===== config.mk =====
export PLATFORM = sky130hd
export DESIGN_NAME = div_unit
export DESIGN_NICKNAME = d
export VERILOG_FILES = /design/src/rtl/div_pkg.sv /design/src/rtl/div_step.sv /design/src/rtl/div_unit.sv
export SDC_FILE = /design/constraint.sdc
export NUM_CORES = 1
export LEC_CHECK = 0
export ABC_AREA = 1
export ABC_CLOCK_PERIOD_IN_PS = 9000
export CAP_MARGIN = 20
export CORE_MARGIN = 3
export CORE_UTILIZATION = 35
export DETAILED_ROUTE_END_ITERATION = 10
export HOLD_SLACK_MARGIN = 0.1
export REMOVE_ABC_BUFFERS = 1
export SYNTH_ARGS = -nofsm -noshare
export SYNTH_HDL_FRONTEND = slang
export SYNTH_SLANG_ARGS = --single-unit
export TNS_END_PERCENT = 10

===== constraint.sdc =====
create_clock -name clk -period 9 [get_ports clk]
set_clock_uncertainty 0.2 [all_clocks]
set_input_delay 1.35 -clock clk [delete_from_list [all_inputs] [get_ports clk]]
set_output_delay 1.35 -clock clk [all_outputs]
set_load 0.02 [all_outputs]

===== src/rtl/div_pkg.sv =====
// Shared definitions for the iterative RV64M divide/remainder unit.
package div_pkg;

  localparam int XLEN_DEF = 64;

  // Iteration counts for word (W) and full-width operations.
  localparam int ITER_W = 32;
  localparam int ITER_D = 64;

  // Operation encodings on the op input.
  localparam logic [1:0] DIV_OP_DIV  = 2'b00;
  localparam logic [1:0] DIV_OP_DIVU = 2'b01;
  localparam logic [1:0] DIV_OP_REM  = 2'b10;
  localparam logic [1:0] DIV_OP_REMU = 2'b11;

  typedef enum logic [1:0] {
    S_IDLE = 2'b00,
    S_CALC = 2'b01,
    S_DONE = 2'b10
  } div_state_e;

  // DIV and REM treat their operands as two's complement.
  function automatic logic op_is_signed(input logic [1:0] op);
    return ~op[0];
  endfunction

  // REM and REMU return the remainder rather than the quotient.
  function automatic logic op_is_rem(input logic [1:0] op);
    return op[1];
  endfunction

endpackage


===== src/rtl/div_step.sv =====
// One restoring radix-2 iteration: shift {rem, quot} left, trial-subtract
// the divisor from the remainder, keep the difference when it is non-negative.
module div_step #(
  parameter int XLEN = 64
) (
  input  logic [XLEN-1:0] rem_i,
  input  logic [XLEN-1:0] quot_i,
  input  logic [XLEN-1:0] dvsr_i,
  output logic [XLEN-1:0] rem_o,
  output logic [XLEN-1:0] quot_o
);

  // The shifted remainder needs one extra bit: it can reach 2*dvsr-1.
  logic [XLEN:0] shifted;
  logic          ge;

  // Trial subtraction; the kept difference is below dvsr so it fits XLEN bits.
  always_comb begin
    shifted = {rem_i, quot_i[XLEN-1]};
    ge      = (shifted >= {1'b0, dvsr_i});
    rem_o   = ge ? (shifted[XLEN-1:0] - dvsr_i) : shifted[XLEN-1:0];
    quot_o  = {quot_i[XLEN-2:0], ge};
  end

endmodule


===== src/rtl/div_unit.sv =====
// Iterative RV64M divide/remainder unit (DIV/DIVU/REM/REMU and W variants).
// Operands are reduced to magnitudes at accept time, divided one bit per
// cycle in CALC, and the signed fix-up is registered on entry to DONE.
//
//   state  | meaning
//   -------+-----------------------------------------------------------
//   S_IDLE | ready for a request; in_ready high
//   S_CALC | one restoring iteration per cycle, down-counter to zero
//   S_DONE | result held on wb_data until out_ready
module div_unit
  import div_pkg::*;
#(
  parameter int XLEN = XLEN_DEF
) (
  input  logic            clk,
  input  logic            rst,
  input  logic            flush,
  input  logic            in_valid,
  output logic            in_ready,
  input  logic [1:0]      op,
  input  logic            word,
  input  logic [4:0]      rd,
  input  logic [XLEN-1:0] rs1_data,
  input  logic [XLEN-1:0] rs2_data,
  output logic            out_valid,
  input  logic            out_ready,
  output logic            wb_en,
  output logic [4:0]      wb_addr,
  output logic [XLEN-1:0] wb_data,
  output logic            busy
);

  localparam int CNT_W = $clog2(XLEN);

  function automatic logic [XLEN-1:0] sext32(input logic [31:0] v);
    return {{(XLEN-32){v[31]}}, v};
  endfunction

  div_state_e      state_q, state_d;
  logic [CNT_W-1:0] cnt_q, cnt_d;
  logic [XLEN-1:0] rem_q, rem_d;
  logic [XLEN-1:0] quot_q, quot_d;
  logic [XLEN-1:0] dvsr_q, dvsr_d;
  logic [XLEN-1:0] res_q, res_d;
  logic            neg_quo_q, neg_quo_d;
  logic            neg_rem_q, neg_rem_d;
  logic            word_q, word_d;
  logic            is_rem_q, is_rem_d;
  logic [4:0]      rd_q, rd_d;

  // Operand preparation signals (request side).
  logic            sgn_op;
  logic [XLEN-1:0] a_ext, b_ext;
  logic            a_neg, b_neg;
  logic [XLEN-1:0] a_abs, b_abs;
  logic [XLEN-1:0] most_neg;
  logic            div_zero, sgn_ovf;
  logic [XLEN-1:0] special_raw, special_res;

  // Iteration and fix-up signals (CALC side).
  logic [XLEN-1:0] step_rem, step_quot;
  logic [XLEN-1:0] q_fix, r_fix, fix_sel, fix_res;

  // Narrow to 32 bits for W ops, then split into sign and magnitude.
  always_comb begin
    sgn_op   = op_is_signed(op);
    a_ext    = rs1_data;
    b_ext    = rs2_data;
    most_neg = {1'b1, {(XLEN-1){1'b0}}};
    if (word) begin
      a_ext    = sgn_op ? sext32(rs1_data[31:0]) : {{(XLEN-32){1'b0}}, rs1_data[31:0]};
      b_ext    = sgn_op ? sext32(rs2_data[31:0]) : {{(XLEN-32){1'b0}}, rs2_data[31:0]};
      most_neg = sext32(32'h8000_0000);
    end
    a_neg    = sgn_op & a_ext[XLEN-1];
    b_neg    = sgn_op & b_ext[XLEN-1];
    a_abs    = a_neg ? -a_ext : a_ext;
    b_abs    = b_neg ? -b_ext : b_ext;
    div_zero = (b_ext == '0);
    sgn_ovf  = sgn_op && (a_ext == most_neg) && (b_ext == '1);
    if (div_zero) begin
      special_raw = op_is_rem(op) ? a_ext : '1;
    end else begin
      special_raw = op_is_rem(op) ? '0 : a_ext;
    end
    special_res = word ? sext32(special_raw[31:0]) : special_raw;
  end

  div_step #(.XLEN(XLEN)) u_step (
    .rem_i  (rem_q),
    .quot_i (quot_q),
    .dvsr_i (dvsr_q),
    .rem_o  (step_rem),
    .quot_o (step_quot)
  );

  // Signed fix-up of the final iteration's quotient/remainder magnitudes.
  always_comb begin
    q_fix   = neg_quo_q ? -step_quot : step_quot;
    r_fix   = neg_rem_q ? -step_rem  : step_rem;
    fix_sel = is_rem_q ? r_fix : q_fix;
    fix_res = word_q ? sext32(fix_sel[31:0]) : fix_sel;
  end

  // Next-state and datapath-load logic; flush wins over everything but rst.
  always_comb begin
    state_d   = state_q;
    cnt_d     = cnt_q;
    rem_d     = rem_q;
    quot_d    = quot_q;
    dvsr_d    = dvsr_q;
    res_d     = res_q;
    neg_quo_d = neg_quo_q;
    neg_rem_d = neg_rem_q;
    word_d    = word_q;
    is_rem_d  = is_rem_q;
    rd_d      = rd_q;
    if (flush) begin
      state_d = S_IDLE;
      cnt_d   = '0;
      rem_d   = '0;
      quot_d  = '0;
    end else begin
      case (state_q)
        S_IDLE: begin
          if (in_valid) begin
            rd_d      = rd;
            word_d    = word;
            is_rem_d  = op_is_rem(op);
            neg_quo_d = a_neg ^ b_neg;
            neg_rem_d = a_neg;
            dvsr_d    = b_abs;
            rem_d     = '0;
            // W dividends sit in the top half so 32 shifts consume them.
            quot_d    = word ? (a_abs << 32) : a_abs;
            cnt_d     = word ? CNT_W'(ITER_W - 1) : CNT_W'(XLEN - 1);
            if (div_zero || sgn_ovf) begin
              res_d   = special_res;
              state_d = S_DONE;
            end else begin
              state_d = S_CALC;
            end
          end
        end
        S_CALC: begin
          rem_d  = step_rem;
          quot_d = step_quot;
          if (cnt_q == '0) begin
            res_d   = fix_res;
            state_d = S_DONE;
          end else begin
            cnt_d = cnt_q - 1'b1;
          end
        end
        S_DONE: begin
          if (out_ready) state_d = S_IDLE;
        end
        default: state_d = S_IDLE;
      endcase
    end
  end

  // State and datapath registers with synchronous reset.
  always_ff @(posedge clk) begin
    if (rst) begin
      state_q   <= S_IDLE;
      cnt_q     <= '0;
      rem_q     <= '0;
      quot_q    <= '0;
      dvsr_q    <= '0;
      res_q     <= '0;
      neg_quo_q <= 1'b0;
      neg_rem_q <= 1'b0;
      word_q    <= 1'b0;
      is_rem_q  <= 1'b0;
      rd_q      <= '0;
    end else begin
      state_q   <= state_d;
      cnt_q     <= cnt_d;
      rem_q     <= rem_d;
      quot_q    <= quot_d;
      dvsr_q    <= dvsr_d;
      res_q     <= res_d;
      neg_quo_q <= neg_quo_d;
      neg_rem_q <= neg_rem_d;
      word_q    <= word_d;
      is_rem_q  <= is_rem_d;
      rd_q      <= rd_d;
    end
  end

  assign in_ready  = (state_q == S_IDLE) && !rst;
  assign out_valid = (state_q == S_DONE);
  assign busy      = (state_q != S_IDLE);
  // A flush in DONE discards the result, so it also suppresses the write.
  assign wb_en     = out_valid && out_ready && !flush && (rd_q != 5'd0);
  assign wb_addr   = rd_q;
  assign wb_data   = res_q;

endmodule


==> reports/qor.yml <==
run_status: "completed"
viasPerCell: 5.499
yosysWarnings: 0
mostFrequentLayoutCells: "nand2_1, inv_1, nor2_1"
dp_hpwl_mm: 101.5
grt_pass1_wl_mm: 191.4
antenna_found_initial: 1
p_comb_frac: 0.309
worst_pin_slew_ns: 1.187
clock_path_buffers: 3
postCtsSetupBuffers: 0
overflow: 0
p_switching_mw: 1.612
multi_input_comb_area_um2: 18460
final_antenna_net_count: 0
stdcell_area_um2: 31500
cp_common_cell: "buf_4"
setup_viol: 0
swShare: 0.3851
wl_per_cell_um: 21.35
die_x_um: 285.4
final_common_cell: "nand2_1"
synth.distinct_cells: 61
htreeDepth: 2
r2r_start: "dvsr_q[62]"
p_per_area_nw_per_um2: 132.9
syn_area_um2: 27310
pwr-share-seq: 0.311
hold_violations: 0
synth-seq-area-share: 0.2001
cts_tree: "done"
worstPathCellList: "buf_2, inv_2, buf_4, o21ai_0, nand4_1, nor4_1, nand4_1, o311ai_2, nand2_2, buf_4, inv_2, buf_4, o21ai_0, a21oi_1"
async_flop_share: 0
cts_resized: 0
globalplace.congestion: 1.007
post-route-min-period_ns: 6.530
vdd_drop_max_v: 0.0001096
tns_ns: 0
place_area_um2: 30170
synth_ff_type: "dfxtp_1"
fin_crit_sh: 0.7256
core.rowCount: 101
fmax_mhz: 153.1
start_util: 0.3567
core_um2: 76580
cap_violations: 0
ff_latch_area_um2: 5470
vias: 33280
crit_type: "primary input to register"
routed_wirelength_mm: 129.2
path_max_fanout: 45
preCtsSetupSlack_ns: 2.078
drt_iter0_markers: 3869
layout-drive-gt1-share: 0.04660
layout_setup_ws_ns: 2.470
die_h_um: 285.4
clock_sinks: 273
clockPowerShare: 0.381
path_clk_slew_ns: 0.06
slowest_delay_ns: 0.97
first_pass_iters: 6
nNetsFinal: 5205
nFillCells: 8652
rsz0062_at_grt: "no"
dieArea_um2: 81430
cp_slowest_cell: "nor4_1"
hp-class: "register to register"
synth_seq_cells: 273
pin_count: 214
worst-path-buf-inv: 6
end_kind: "register"
area_delta_synth_final_pct: 15.32
synth_edf_count: 0
clock-root-buffer: "clkbuf_16"
antenna_cells: 0
slew_viol_final: 0
cts_buffers: 38
relSlewSlack: 0.2025
numPortBuffers: 213
grt_pass1_vias: 30230
insertion_delay_ns: 0.60
syn_avg_cell_area_um2: 5.576
crit_start: "word"
critPathArrivalTime_ns: 6.82
postCtsHoldBufs: 0
grtUsageTotal: 0.3043
grt_max_degree: 94
hp-start: "wb_data[10]"
syn_inst: 4899
leakagePower_nw: 15.38
critPathTopFamily: "buffers and inverters"
crit_path_start_kind: "primary input"
required_ns: 9.29
route.detailed.drc: 0
internal_power_mw: 2.574
## worst reg2reg max path, delay by kind of cell, from the launching register on
kind	cells	cell delay [ns]
DFF	1	0.31
and+or+nand+nor	19	2.93
adders and majority gates	2	0.74
AOI/OAI and AO/OA	6	1.19
buffers and inverters	5	0.69
## flip-flops by register name, indices dropped and copies added (netlist names)
register	flops
dvsr_q	64
quot_q	64
rem_q	64
wb_data	64
cnt_q	6
wb_addr	5
state_q	2
is_rem_q	1
neg_quo_q	1
neg_rem_q	1
word_q	1
## per-layer routing
layer	GRT usage	routed length, µm	up-vias
li1	-	-	15990
met1	0.4216	56420	15390
met2	0.4717	55480	1660
met3	0.04796	11650	234
met4	0.1183	5631	0
met5	0	0	-
## per-stage QoR
step           power, mW  hold WS [ns]  instances    util
2_1_floorplan      2.070        0.2472       4692       -
3_3_place_gp       2.575        0.2614       5978  0.3936
4_1_cts            4.163        0.2727       6049  0.4107
6_report           4.186        0.2690       6051  0.4113
3_5_place_dp       2.573        0.2599       5980  0.3940
5_1_grt            4.357        0.3021       6051  0.4113
## power by group through the flow
stage                     Sequential (mW)  Clock [mW]  Combinational (mW)
after CTS                            1.30        1.61                1.26
final                                1.30        1.59                1.29
after global routing                 1.30        1.65                1.40
after floorplan                      1.33           0               0.738
after detailed placement             1.32           0                1.25
after global placement               1.32           0                1.25
## worst paths after layout
check,end,slack [ns],depth (start not counted)
setup reg to reg,wb_data[58],2.90,32
hold reg to reg,wb_data[10],0.27,2
setup / recovery,wb_data[40],2.47,14
hold / removal,wb_data[10],0.27,2
## area by class of cell
| type | instances | share of cell area |
|---|---|---|
| clock buffers | 52 | 0.03444 |
| multi-input cells | 3762 | 0.5860 |
| clock inverters | 17 | 0.006196 |
| repair buffers | 260 | 0.08016 |
| inverters | 657 | 0.07865 |
| well taps | 1030 | 0.04091 |
| flip-flops and latches | 273 | 0.1737 |
## cell families after synthesis
kind of cell / share of synthesized area
xor+xnor: 0.04361
fa+ha+maj: 0.05011
simple gates: 0.3956
flops: 0.2001
compound gates: 0.1852
buf+inv: 0.1254
## synthesized netlist by cell type, drive strengths merged (2+ instances only)
| cell | instances | share of area |
|---|---|---|
| a21o | 6 | 0.0016 |
| nand2 | 1565 | 0.22 |
| nor4 | 40 | 0.0092 |
| nand4 | 66 | 0.015 |
| clkbuf | 144 | 0.020 |
| o31ai | 6 | 0.0016 |
| xnor2 | 42 | 0.013 |
| a221oi | 2 | 0.00064 |
| o21bai | 16 | 0.0044 |
| o21a | 10 | 0.0027 |
| nand3 | 254 | 0.048 |
| nor2 | 519 | 0.074 |
| xor2 | 94 | 0.030 |
| inv | 651 | 0.090 |
| and2 | 3 | 0.00069 |
| clkinv | 6 | 0.00082 |
| a31oi | 68 | 0.016 |
| o21ai | 326 | 0.060 |
| nor3b | 2 | 0.00055 |
| a22oi | 6 | 0.0016 |
| nor3 | 98 | 0.018 |
| o2111ai | 4 | 0.0013 |
| and3 | 2 | 0.00046 |
| o311ai | 2 | 0.00092 |
| o22ai | 4 | 0.00092 |
| or3 | 2 | 0.00046 |
| or2 | 24 | 0.0055 |
| maj3 | 46 | 0.017 |
| o221ai | 22 | 0.0071 |
| nand3b | 19 | 0.0052 |
| a21oi | 391 | 0.072 |
| o211ai | 44 | 0.012 |
| dfxtp | 273 | 0.20 |
| ha | 71 | 0.033 |
| buf | 63 | 0.015 |
Power figures use the tool's default switching activity.
